**src/rtl/riscv_cpu_pkg.sv**
```systemverilog
// Shared CPU types and constants: WB source selects, load/store funct3 codes,
// MEM-stage state encoding and the EX->MEM memory control bundle.
package riscv_cpu_pkg;

  localparam int WDATA_MUX_WIDTH = 1;
  localparam logic [WDATA_MUX_WIDTH-1:0] WDATA_ALU = 1'b0;
  localparam logic [WDATA_MUX_WIDTH-1:0] WDATA_MEM = 1'b1;

  localparam logic [2:0] LB  = 3'b000;
  localparam logic [2:0] LH  = 3'b001;
  localparam logic [2:0] LW  = 3'b010;
  localparam logic [2:0] LBU = 3'b100;
  localparam logic [2:0] LHU = 3'b101;
  localparam logic [2:0] SB  = 3'b000;
  localparam logic [2:0] SH  = 3'b001;
  localparam logic [2:0] SW  = 3'b010;

  typedef logic [1:0] mem_state_t;
  localparam mem_state_t MEM_IDLE        = 2'd0;
  localparam mem_state_t MEM_WAIT_GNT    = 2'd1;
  localparam mem_state_t MEM_WAIT_RVALID = 2'd2;

  typedef struct packed {
    logic       mem_we;
    logic       mem_re;
    logic [2:0] funct3;
  } ex2mem_ctrl_t;

  // Halfwords need an even offset, words a zero offset; bytes are always aligned.
  function automatic logic is_misaligned(input logic [2:0] funct3, input logic [1:0] off);
    return ((funct3[1:0] == 2'b01) && off[0]) || ((funct3[1:0] == 2'b10) && (off != 2'b00));
  endfunction

endpackage

```
**src/rtl/riscv_load_store_align.sv**
```systemverilog
// Byte-lane steering for stores and load extract/extend; purely combinational.
// Misaligned halfword/word accesses are truncated to their natural boundary.
module riscv_load_store_align
  import riscv_cpu_pkg::*;
(
  input  ex2mem_ctrl_t ctrl,
  input  logic [1:0]   offset,
  input  logic [31:0]  wdata,
  input  logic [31:0]  rdata,
  output logic [3:0]   be,
  output logic [31:0]  wdata_lane,
  output logic [31:0]  load_data
);

  logic [7:0]  byte_sel;
  logic [15:0] half_sel;
  logic [31:0] ext;

  always_comb begin
    be         = 4'b1111;
    wdata_lane = wdata;
    if (ctrl.mem_we) begin
      case (ctrl.funct3)
        SB: begin
          be         = 4'b0001 << offset;
          wdata_lane = {4{wdata[7:0]}};
        end
        SH: begin
          be         = 4'b0011 << {offset[1], 1'b0};
          wdata_lane = {2{wdata[15:0]}};
        end
        default: ;
      endcase
    end
  end

  assign byte_sel = rdata[{offset, 3'b000} +: 8];
  assign half_sel = rdata[{offset[1], 4'b0000} +: 16];

  always_comb begin
    case (ctrl.funct3)
      LB:      ext = {{24{byte_sel[7]}}, byte_sel};
      LH:      ext = {{16{half_sel[15]}}, half_sel};
      LBU:     ext = {24'b0, byte_sel};
      LHU:     ext = {16'b0, half_sel};
      default: ext = rdata;
    endcase
  end

  // Stores report zero toward WB.
  assign load_data = ctrl.mem_re ? ext : 32'b0;

endmodule

```
**src/rtl/riscv_mem_stage.sv**
```systemverilog
// MEM stage: issues loads/stores on req/gnt/rvalid, registers the result to WB (1 cycle ALU, >=2 cycles memory).
// Holds ex_ready_o low while a transaction is outstanding; RISCV_MEM_MISALIGN_TRAP_EN adds misalign_o trapping.
module riscv_mem_stage
  import riscv_cpu_pkg::*;
#(
  parameter int DATA_WIDTH = 32,
  parameter int ADDR_WIDTH = 5
) (
  input  logic                       clk,
  input  logic                       rst_n,
  input  logic                       flush_i,
  input  logic                       ex_valid_i,
  output logic                       ex_ready_o,
  input  logic [DATA_WIDTH-1:0]      ex_alu_result_i,
  input  logic [DATA_WIDTH-1:0]      ex_mem_wdata_i,
  input  logic                       ex_mem_we_i,
  input  logic                       ex_mem_re_i,
  input  logic [2:0]                 ex_mem_funct3_i,
  input  logic                       ex_reg_we_i,
  input  logic [WDATA_MUX_WIDTH-1:0] ex_wdata_mux_i,
  input  logic [ADDR_WIDTH-1:0]      ex_dest_reg_i,
  output logic                       data_req_o,
  input  logic                       data_gnt_i,
  output logic [DATA_WIDTH-1:0]      data_addr_o,
  output logic                       data_we_o,
  output logic [3:0]                 data_be_o,
  output logic [DATA_WIDTH-1:0]      data_wdata_o,
  input  logic                       data_rvalid_i,
  input  logic [DATA_WIDTH-1:0]      data_rdata_i,
  output logic                       wb_valid_o,
  output logic                       wb_reg_we_o,
  output logic [WDATA_MUX_WIDTH-1:0] wb_wdata_mux_o,
  output logic [ADDR_WIDTH-1:0]      wb_dest_reg_o,
  output logic [DATA_WIDTH-1:0]      wb_alu_result_o,
  output logic [DATA_WIDTH-1:0]      wb_mem_data_o
`ifdef RISCV_MEM_MISALIGN_TRAP_EN
  ,
  output logic                       misalign_o
`endif
);

  mem_state_t   state;
  logic         flush_q;
  ex2mem_ctrl_t ctrl;
  logic         is_mem;
  logic         misalign_hit;
  logic         issue;
  logic [31:0]  load_data;

  assign ctrl   = '{mem_we: ex_mem_we_i, mem_re: ex_mem_re_i, funct3: ex_mem_funct3_i};
  assign is_mem = ex_mem_we_i | ex_mem_re_i;

`ifdef RISCV_MEM_MISALIGN_TRAP_EN
  assign misalign_hit = ex_valid_i && is_mem && is_misaligned(ex_mem_funct3_i, ex_alu_result_i[1:0]);
`else
  assign misalign_hit = 1'b0;
`endif

  assign issue = ex_valid_i && is_mem && !misalign_hit;

  riscv_load_store_align u_align (
    .ctrl       (ctrl),
    .offset     (ex_alu_result_i[1:0]),
    .wdata      (ex_mem_wdata_i),
    .rdata      (data_rdata_i),
    .be         (data_be_o),
    .wdata_lane (data_wdata_o),
    .load_data  (load_data)
  );

  // Bus fields come straight from EX, which holds them until accepted.
  assign data_addr_o = {ex_alu_result_i[31:2], 2'b00};
  assign data_we_o   = ex_mem_we_i;

  always_comb begin
    data_req_o = 1'b0;
    ex_ready_o = 1'b0;
    case (state)
      MEM_IDLE: begin
        data_req_o = issue;
        ex_ready_o = ex_valid_i && !issue;
      end
      MEM_WAIT_GNT:    data_req_o = 1'b1;
      MEM_WAIT_RVALID: ex_ready_o = data_rvalid_i;
      default: ;
    endcase
  end

  always_ff @(posedge clk or negedge rst_n) begin
    if (!rst_n) begin
      state           <= MEM_IDLE;
      flush_q         <= 1'b0;
      wb_valid_o      <= 1'b0;
      wb_reg_we_o     <= 1'b0;
      wb_wdata_mux_o  <= '0;
      wb_dest_reg_o   <= '0;
      wb_alu_result_o <= '0;
      wb_mem_data_o   <= '0;
    end else begin
      wb_valid_o <= 1'b0;
      if (ex_ready_o) begin
        wb_valid_o      <= !(flush_i || flush_q) && !misalign_hit;
        wb_reg_we_o     <= ex_reg_we_i;
        wb_wdata_mux_o  <= ex_wdata_mux_i;
        wb_dest_reg_o   <= ex_dest_reg_i;
        wb_alu_result_o <= ex_alu_result_i;
        wb_mem_data_o   <= (state == MEM_WAIT_RVALID) ? load_data : '0;
      end
      case (state)
        MEM_IDLE: begin
          flush_q <= issue && flush_i;
          if (issue) state <= data_gnt_i ? MEM_WAIT_RVALID : MEM_WAIT_GNT;
        end
        MEM_WAIT_GNT: begin
          flush_q <= flush_q | flush_i;
          if (data_gnt_i) state <= MEM_WAIT_RVALID;
        end
        MEM_WAIT_RVALID: begin
          flush_q <= flush_q | flush_i;
          if (data_rvalid_i) begin
            state   <= MEM_IDLE;
            flush_q <= 1'b0;
          end
        end
        default: state <= MEM_IDLE;
      endcase
    end
  end

`ifdef RISCV_MEM_MISALIGN_TRAP_EN
  always_ff @(posedge clk or negedge rst_n) begin
    if (!rst_n) misalign_o <= 1'b0;
    else        misalign_o <= misalign_hit && (state == MEM_IDLE);
  end
`endif

endmodule

```
**config.mk**
```make
export PLATFORM = sky130hd
export DESIGN_NAME = riscv_mem_stage
export DESIGN_NICKNAME = d
export VERILOG_FILES = /design/src/rtl/riscv_cpu_pkg.sv /design/src/rtl/riscv_load_store_align.sv /design/src/rtl/riscv_mem_stage.sv
export SDC_FILE = /design/constraint.sdc
export NUM_CORES = 1
export LEC_CHECK = 0
export ABC_AREA = 1
export BUFFER_PORTS_ARGS = -buffer_cell sky130_fd_sc_hd__buf_2
export CAP_MARGIN = 30
export CORE_MARGIN = 3
export CORE_UTILIZATION = 45
export CTS_CLUSTER_DIAMETER = 40
export DETAILED_ROUTE_END_ITERATION = 12
export PLACE_DENSITY_LB_ADDON = 0.12
export SLEW_MARGIN = 20
export SYNTH_ARGS = -nofsm -noshare
export SYNTH_HDL_FRONTEND = slang
export SYNTH_SLANG_ARGS = --single-unit
export TNS_END_PERCENT = 20
```
**constraint.sdc**
```tcl
create_clock -name clk -period 2.4 [get_ports clk]
set_clock_uncertainty 0.2 [all_clocks]
set_input_delay 0.12 -clock clk [delete_from_list [all_inputs] [get_ports clk]]
set_output_delay 0.12 -clock clk [all_outputs]
set_load 0.02 [all_outputs]
```
==> results of run 1 <==
critical path: stages, from the launching register on:
cell and delay (ns):
dfrtp_1 0.43, inv_1 0.12, ha_2 0.24, nand3_1 0.13
nand2_4 0.14, inv_4 0.07, buf_12 0.16, nand2_1 0.06
o21ai_1 0.05, dlygate4sd3_1 0.56
repair_timing:
item	in CTS	in global routing
setup buffers	0	4
setup endpoints to repair	0	1
gates resized for setup	0	3
hold endpoints to repair	149	0
hold buffers	78	0
final cells by class:
class,instances,share of cell area (%)
Timing Repair Buffer,343,33.38
Sequential cell,75,28.75
Multi-Input combinational cell,415,28.63
Inverter,60,3.603
Tap cell,129,2.472
Clock buffer,9,1.897
Clock inverter,7,1.265
metal layers:
metal	vias up	wire length, um
li1	2438	-
met4	0	470
met5	-	0
met1	2197	5808
met2	240	7245
met3	45	1219
sequential cells by signal, summed over array words and instances, names as in the netlist:
name	flops
flush_q	1
wb_mem_data_o	32
wb_dest_reg_o	5
state	2
wb_wdata_mux_o	1
wb_alu_result_o	32
wb_reg_we_o	1
wb_valid_o	1
kinds of logic after synthesis:
group / after synthesis / synth area share, %
and+or+nand+nor: 325 / 30.21
AOI/OAI and AO/OA: 84 / 10.05
adders and majority gates: 4 / 1.117
DFF: 75 / 41.88
buffers and inverters: 128 / 16.67
other: 1 / 0.08367
layout by cell type (no fill, tap or decap), drive strengths merged:
master / n
clkbuf: 10
o31ai: 1
buf: 264
nand2: 286
dlygate4sd3: 78
clkinvlp: 2
or2: 2
nor2: 19
o22ai: 8
conb: 2
nor3: 1
bufinv: 1
o211ai: 7
dfrtp: 75
nand3: 17
o21ai: 39
ha: 4
a21oi: 29
clkinv: 1
inv: 63
power groups by stage:
stage | Sequential [uW] | Clock, uW | Combinational (uW)
floorplan | 2500 | 0 | 1100
global placement | 1960 | 0 | 2370
detailed placement | 1970 | 0 | 2410
CTS | 1950 | 1060 | 2530
global route | 2010 | 1120 | 2890
finish | 1960 | 1040 | 2640
worst paths after layout:
kind,start,to,slack (ns),cells after the start
hold reg to reg,wb_alu_result_o[27],wb_alu_result_o[27],0.27,2
hold / removal,ex_mem_funct3_i[1],wb_mem_data_o[17],0.01,4
max in group asynchronous,rst_n,wb_mem_data_o[17],1.32,3
min in group asynchronous,rst_n,wb_mem_data_o[29],0.08,2
setup / recovery,state[0],wb_mem_data_o[2],0.13,9
setup reg to reg,state[0],wb_mem_data_o[2],0.13,9
metrics by stage:
stage / instances / power, uW / setup WS [ns] / utilization [%] / cell area (sq um)
2_1_floorplan: 618 / 3603 / 0.7479 / - / 4486
3_3_place_gp: 939 / 4331 / 0.5947 / 57.90 / 5477
3_5_place_dp: 939 / 4381 / 0.5479 / 57.90 / 5477
4_1_cts: 1033 / 5542 / 0.09494 / 68.33 / 6464
5_1_grt: 1038 / 6016 / 0.007391 / 69.02 / 6529
6_report: 1038 / 5633 / 0.1256 / 69.02 / 6529
==> impl_metrics.toml, run 1 <==
[run_status]
status = "finished, final reports clean"

[sta]
setup_violations = 0
final.setup.tns_ns = 0
period_share_pct = 94.77
max_freq_ghz = 0.4397
drv_slew = 0
rsz0062_at_grt = "false"
slew_headroom_pct = 62.50
finalHoldViolations = 0
period_minus_slack_ns = 2.274
hold_slack_ns = 0.01475
tightestPinTransition_ns = 0.5625

[power]
combPwrFrac_pct = 46.9
power_leakage_uw = 0.003904
power_switching_uw = 2487
p_int_uw = 3146
p_seq_share_pct = 34.7
peakVddDrop_v = 0.0006373
clock_power_share_pct = 18.4
power_density_nw_per_um2 = 862.8
swShare_pct = 44.15

[min_path]
hp-class = "in2reg"

[global_routing]
overflow = 0
grt-busiest-layer = "met2"
use_met1_pct = 30.45
first_global_vias = 4820
grt_max_degree = 49
met2_usage_pct = 44.17
antenna_found_initial = 0
grt_pass1_wl_um = 23260
grt_use_met3_pct = 7.593
grtUsageTotal_pct = 25.79

[clocking]
htree_levels = 3
clock-sinks = 75
worst_skew_pair.late_latency_ns = 0.35
cts_buffer_depth = 2
cts_tree = "yes"
cts_made_buffers = 9
clk_pin_slew_worst_paths_ns = 0.08
root_buffer = "clkbuf_8"

[worst_setup_path]
crit_arrival_ns = 2.31
critPathCaptureType = "flip-flop"
critPathLaunchType = "flip-flop"
crit_fanout = 24
path_class = "reg2reg"
cp_data_required_time_ns = 2.43

[synth]
synth_area_leaders = "dfrtp_1, nand2_1, buf_4, inv_1, a21oi_1"
netlist_area_sq_um = 4482
synth_edf_count = 0
ys_seq_area_share_pct = 41.88
yosys_warnings = 0
async_reset_ff_share_pct = 100.0
synth_top_area_share_pct = 41.88
synthFlopType = "dfrtp_1"
yosysMostFrequentCell = "nand2_1"
syn-instance-count = 617
synth_cell_types = 29
yosys.area.top_type = "dfrtp_1"
synth-seq-cells = 75
ys_top_cells_by_count = "nand2_1, dfrtp_1, inv_1"
avgSynthCellArea_sq_um = 7.264

[placement]
dp_hpwl_um = 9947
io_buffers = 254
gp_congestion = 0.9063

[floorplanning]
dieArea_sq_um = 11190
initial_core_util_pct = 47.38
die_h_um = 105.8
coreArea_sq_um = 9459
die_w_um = 105.8
row_count = 35
ios = 257

[finish]
fin_nets = 1022
drive_above_1_share_pct = 34.65
multi_input_area_sq_um = 1869
n_fill_cell = 818
insertedDiodeCount = 0
regArea_sq_um = 1877
area_growth_pct = 45.67

[drt]
vias = 4920
drt_pass1_iterations = 6
totalWireLength_um = 14740
wl_per_cell_um = 14.20
vias_per_cell = 4.740
ant_nets = 0
drc = 0
drtIter0Drc = 313

[flow_run]
max-cap-violations = 0
Power figures use the tool's default switching activity.
==> run 2: changes to the inputs <==
clock period = 2.2 ns   (was 2.4 ns; I/O delays follow)
==> run 2 against run 1 <==
- final area down 1.7%
- via count down 1.0%
- highest routed layer unchanged
- clock power is 4% lower
- sequential share of layout area is 0.51 points higher
- die area did not move
- combinational power rose by 5%
- sequential power grew 9%
- register-to-register slack gained 0.19 ns
- worst hold slack lost 0.0053 ns
- wire length is 3.3% lower
- critical endpoint is now ex_ready_o
==> impl_metrics.toml, run 2 (same netlist as run 1, synthesis figures left out) <==
[power]
power_leakage_uw = 0.003866
p_int_uw = 3255
peakVddDrop_v = 0.0005005
clock_power_share_pct = 16.9
combPwrFrac_pct = 46.8
swShare_pct = 44.76
p_seq_share_pct = 36.3
power_switching_uw = 2637
power_density_nw_per_um2 = 918.5
p_total_uw = 5892

[sta]
period_share_pct = 94.66
hold_slack_ns = 0.009426
drv_slew = 0
setup_violations = 0
final.setup.tns_ns = 0
period_minus_slack_ns = 2.083
finalHoldViolations = 0
max_freq_ghz = 0.4802

[drt]
ant_nets = 0
vias = 4871
wl_per_cell_um = 13.84
drt_pass1_iterations = 5
drc = 0
totalWireLength_um = 14260
drtIter0Drc = 288
vias_per_cell = 4.729

[floorplanning]
ios = 257
die_w_um = 105.8
initial_core_util_pct = 47.38
row_count = 35
dieArea_sq_um = 11190
die_h_um = 105.8
coreArea_sq_um = 9459

[worst_setup_path]
path_class = "reg2out"
worst_path_max_delay_cell = "dfrtp_1"
cp_data_required_time_ns = 1.89
crit_fanout = 38
cp.buffers_inverters = 3
critPathLaunchType = "flip-flop"
cp_slowest_stage_delay_ns = 0.42
crit_chain = "inv_1 -> ha_1 -> nand3_1 -> nand2_2 -> buf_6 -> buf_2"
critPathCaptureType = "output port"
crit_arrival_ns = 1.77
critical-path-top-delay-family = "buffers and inverters"

[clocking]
clk_pin_slew_worst_paths_ns = 0.08
htree_levels = 3
root_buffer = "clkbuf_8"
clock-sinks = 75
worst_skew_pair.late_latency_ns = 0.34
cts_made_buffers = 9
cts_buffer_depth = 2
cts_setup_buffers = 0
cts_tree = "yes"

[finish]
reg.largest.list = "wb_alu_result_o: 32 flops, wb_mem_data_o: 32 flops, wb_dest_reg_o: 5 flops"
drive_above_1_share_pct = 34.63
fin_util_pct = 67.82
insertedDiodeCount = 0
final_common_cell = "nand2_1"
fin_nets = 1014
fin_cells = 1030
final_cell_mix = "nand2_1, buf_2, dfrtp_1"
n_fill_cell = 869
area_growth_pct = 43.13

[placement]
dp_hpwl_um = 10010
io_buffers = 254
gp_congestion = 0.9138
dp.cells = 941

[run_status]
status = "finished, final reports clean"

[global_routing]
grtUsageTotal_pct = 25.61
first_global_vias = 4882
antenna_found_initial = 0
grt_pass1_wl_um = 23490
grt_max_degree = 76
overflow = 0

[flow_run]
max-cap-violations = 0

[min_path]
hp-class = "in2reg"
run 2: final timing paths:
path / startpoint / end / slack, ns / cells after the start
min in group asynchronous: rst_n / wb_mem_data_o[29] / 0.11 / 3
max reg2reg: state[0] / wb_mem_data_o[13] / 0.32 / 8
min: data_rvalid_i / wb_mem_data_o[16] / 0.009 / 5
max: state[0] / ex_ready_o / 0.12 / 6
max in group asynchronous: rst_n / wb_alu_result_o[21] / 1.35 / 3
min reg2reg: wb_alu_result_o[27] / wb_alu_result_o[27] / 0.27 / 2
run 2: final cells by class:
class                           instances  area [sq um]  area share, %
Tap cell                              129         161.4          2.516
Sequential cell                        75          1877          29.26
Inverter                               60         232.7          3.628
Timing Repair Buffer                  335          2096          32.67
Clock inverter                          7         57.56         0.8972
Clock buffer                            9         123.9          1.931
Multi-Input combinational cell        415          1867          29.10
run 2: what timing repair did:
item,4_1_cts,5_1_grt
hold endpoints to repair,147,0
resized for setup,0,3
setup endpoints to repair,0,2
hold buffers,73,0
run 2: per-stage QoR:
stage          area [sq um]  worst slack (ns)
3_3_place_gp           5492            0.3798
4_1_cts                6404           0.02246
2_1_floorplan          4486            0.5479
5_1_grt                6415         -0.001595
6_report               6415            0.1174
3_5_place_dp           5492            0.3616
run 2: power groups by stage:
stage	clock (uW)	combinational [uW]	sequential, uW
4_1_cts	1030	2750	2130
6_report	995	2760	2140
5_1_grt	1080	3030	2200
2_1_floorplan	0	1200	2730
3_5_place_dp	0	2630	2150
3_3_place_gp	0	2600	2140
run 2: per-layer routing:
metal  track usage, %  vias up  wire [um]
met1            31.04     2224       5645
met3            5.634       20       1073
li1                 -     2424          -
met4            7.401        0        247
met5                0        -          0
met2            45.54      203       7292
run 2: tightest hold or removal path, stage by stage:
cell	delay [ns]
buf_2	0.12
nand2_2	0.09
nor2_4	0.07
nand3_1	0.08
nand2_1	0.05
==> run 3: changes to the inputs <==
RECOVER_POWER = 25   (was unset)
SETUP_SLACK_MARGIN = 0.15   (was unset)
==> run 3 against run 2 <==
- sequential share of layout area decreased by 0.19 points
- fmax up 3.0%
- non-clock buffer count up 5
- core utilization increased by 0.45 points
- critical path depth rose by 3
- sequential cell count unchanged
==> impl_metrics.toml, run 3 (same netlist as run 1, synthesis figures left out) <==
[worst_setup_path]
reg2reg_slack_ns = 0.31
critical-path-top-delay-family = "buffers and inverters"
cp_slowest_stage_delay_ns = 0.60
rr_worst_depth = 8
critPathLaunchType = "input pin"
critPathCaptureType = "flip-flop"
crit_chain = "dlygate4sd3_1 -> buf_2 -> inv_1 -> nor2_1 -> nor2_4 -> o211ai_1 -> dlygate4sd3_1 -> nand3_1 -> nand2_1"
crit_cells = 9
worstReg2RegEnd = "wb_alu_result_o[2]"
path_class = "in2reg"
r2r_start = "state[0]"
worst_path_max_delay_cell = "dlygate4sd3_1"
cp_data_required_time_ns = 2.23
worst_path_most_repeated_cell = "dlygate4sd3_1"
endpoint = "wb_mem_data_o[4]"
cp-startpoint = "ex_alu_result_i[0]"
cp.buffers_inverters = 4
crit_fanout = 5
crit_arrival_ns = 2.06

[clocking]
cts_buffer_depth = 2
root_buffer = "clkbuf_8"
cts_tree = "yes"
cts_made_buffers = 9
clk_pin_slew_worst_paths_ns = 0.08
clock-sinks = 75
worst_skew_pair.late_latency_ns = 0.34
htree_levels = 3

[placement]
gp_congestion = 0.9138
dp_hpwl_um = 10010
dp.cells = 941
io_buffers = 254

[finish]
reg.largest.list = "wb_alu_result_o: 32 flops, wb_mem_data_o: 32 flops, wb_dest_reg_o: 5 flops"
fin_util_pct = 68.27
final_cell_mix = "nand2_1, buf_2, dfrtp_1"
fin_nets = 1019
final_common_cell = "nand2_1"
fin_cells = 1035
drive_above_1_share_pct = 33.77
area_growth_pct = 44.08
insertedDiodeCount = 0

[power]
power_density_nw_per_um2 = 919.2
power_leakage_uw = 0.003853
p_total_uw = 5936
peakVddDrop_v = 0.0005121

[drt]
totalWireLength_um = 14390
drtIter0Drc = 253
met2_length_um = 7387
drt_pass1_iterations = 5
drc = 0
wl_met1_um = 5657
routed-wl-met3_um = 1084
wl_per_cell_um = 13.91
vias_per_cell = 4.780
vias = 4947
ant_nets = 0
top_layer_used = "met4"

[run_status]
status = "finished, final reports clean"

[floorplanning]
dieArea_sq_um = 11190
coreArea_sq_um = 9459
initial_core_util_pct = 47.38
die_h_um = 105.8
die_w_um = 105.8
row_count = 35
ios = 257

[sta]
slew_headroom_pct = 31.69
max_freq_ghz = 0.4947
period_minus_slack_ns = 2.022
drv_slew = 0
final.setup.tns_ns = 0
rsz0062_at_grt = "true"
period_share_pct = 91.89
tightestPinTransition_ns = 1.025
finalHoldViolations = 0
setup_violations = 0

[global_routing]
grtUsageTotal_pct = 25.53
antenna_found_initial = 0
grt_pass1_wl_um = 23430
first_global_vias = 4868
overflow = 0
grt_max_degree = 76

[min_path]
hp-class = "in2reg"

[flow_run]
max-cap-violations = 0
[run 3: cell count changes in the layout (fill, tap and decap cells not counted), moves of 2 or more]
| cell | delta |
|---|---|
| clkbuf_1 | +9 |
| dlygate4sd3_1 | +2 |
| buf_2 | -9 |
| clkbuf_4 | +2 |
| buf_4 | +2 |
[run 3: worst min-delay path by stage]
stage / start / cells after the start / slack [ns] / end
2_1_floorplan: rst_n / 0 / -0.39 / flush_q
3_3_place_gp: rst_n / 2 / -0.04 / wb_mem_data_o[28]
3_5_place_dp: rst_n / 2 / -0.04 / wb_mem_data_o[29]
4_1_cts: data_rdata_i[12] / 5 / 0.002 / wb_mem_data_o[12]
5_1_grt: ex_mem_funct3_i[0] / 5 / 0.02 / wb_mem_data_o[7]
6_report: data_rdata_i[12] / 5 / 0.02 / wb_mem_data_o[12]
[run 3: worst min-delay path, stage by stage]
cell and delay [ns]:
buf_2 0.10, inv_1 0.08, a21oi_1 0.07, nand2_1 0.09, nand2_1 0.06
[run 3: repair_timing]
action / CTS / global route
cloned: 0 / 1
hold endpoints to repair: 147 / 0
gates resized for setup: 2 / 4
hold buffers: 74 / 0
pin swaps: 0 / 1
setup endpoints to repair: 1 / 4
buffers inserted: 0 / 3
[run 3: cell type report]
| type | count | area [sq um] |
|---|---|---|
| sequential | 75 | 1877 |
| clock inverter | 7 | 57.56 |
| multi-input combinational | 415 | 1867 |
| clock buffer | 9 | 123.9 |
| timing repair buffer | 340 | 2136 |
| inverter | 60 | 235.2 |
| fill | 858 | 3002 |
| tap | 129 | 161.4 |
[run 3: per-stage QoR]
step | hold slack (ns) | instance area, sq um | worst slack, ns
CTS | 0.001815 | 6421 | 0.1506
finish | 0.02106 | 6457 | 0.1784
floorplan | -0.3856 | 4486 | 0.5479
detailed placement | -0.04062 | 5492 | 0.3616
global route | 0.02335 | 6457 | 0.1132
global placement | -0.04060 | 5492 | 0.3798
[run 3: power breakdown]
group          internal, uW  total [uW]  switching [uW]
Combinational           984        2800            1820
Sequential             1870        2140             267
Clock                   427         992             565
Total                  3280        5940            2650
[run 3: layer usage]
layer	GRT usage [%]	up-vias
met5	0	-
met4	7.401	0
met3	5.573	21
met2	45.36	207
met1	31.00	2283
li1	-	2436
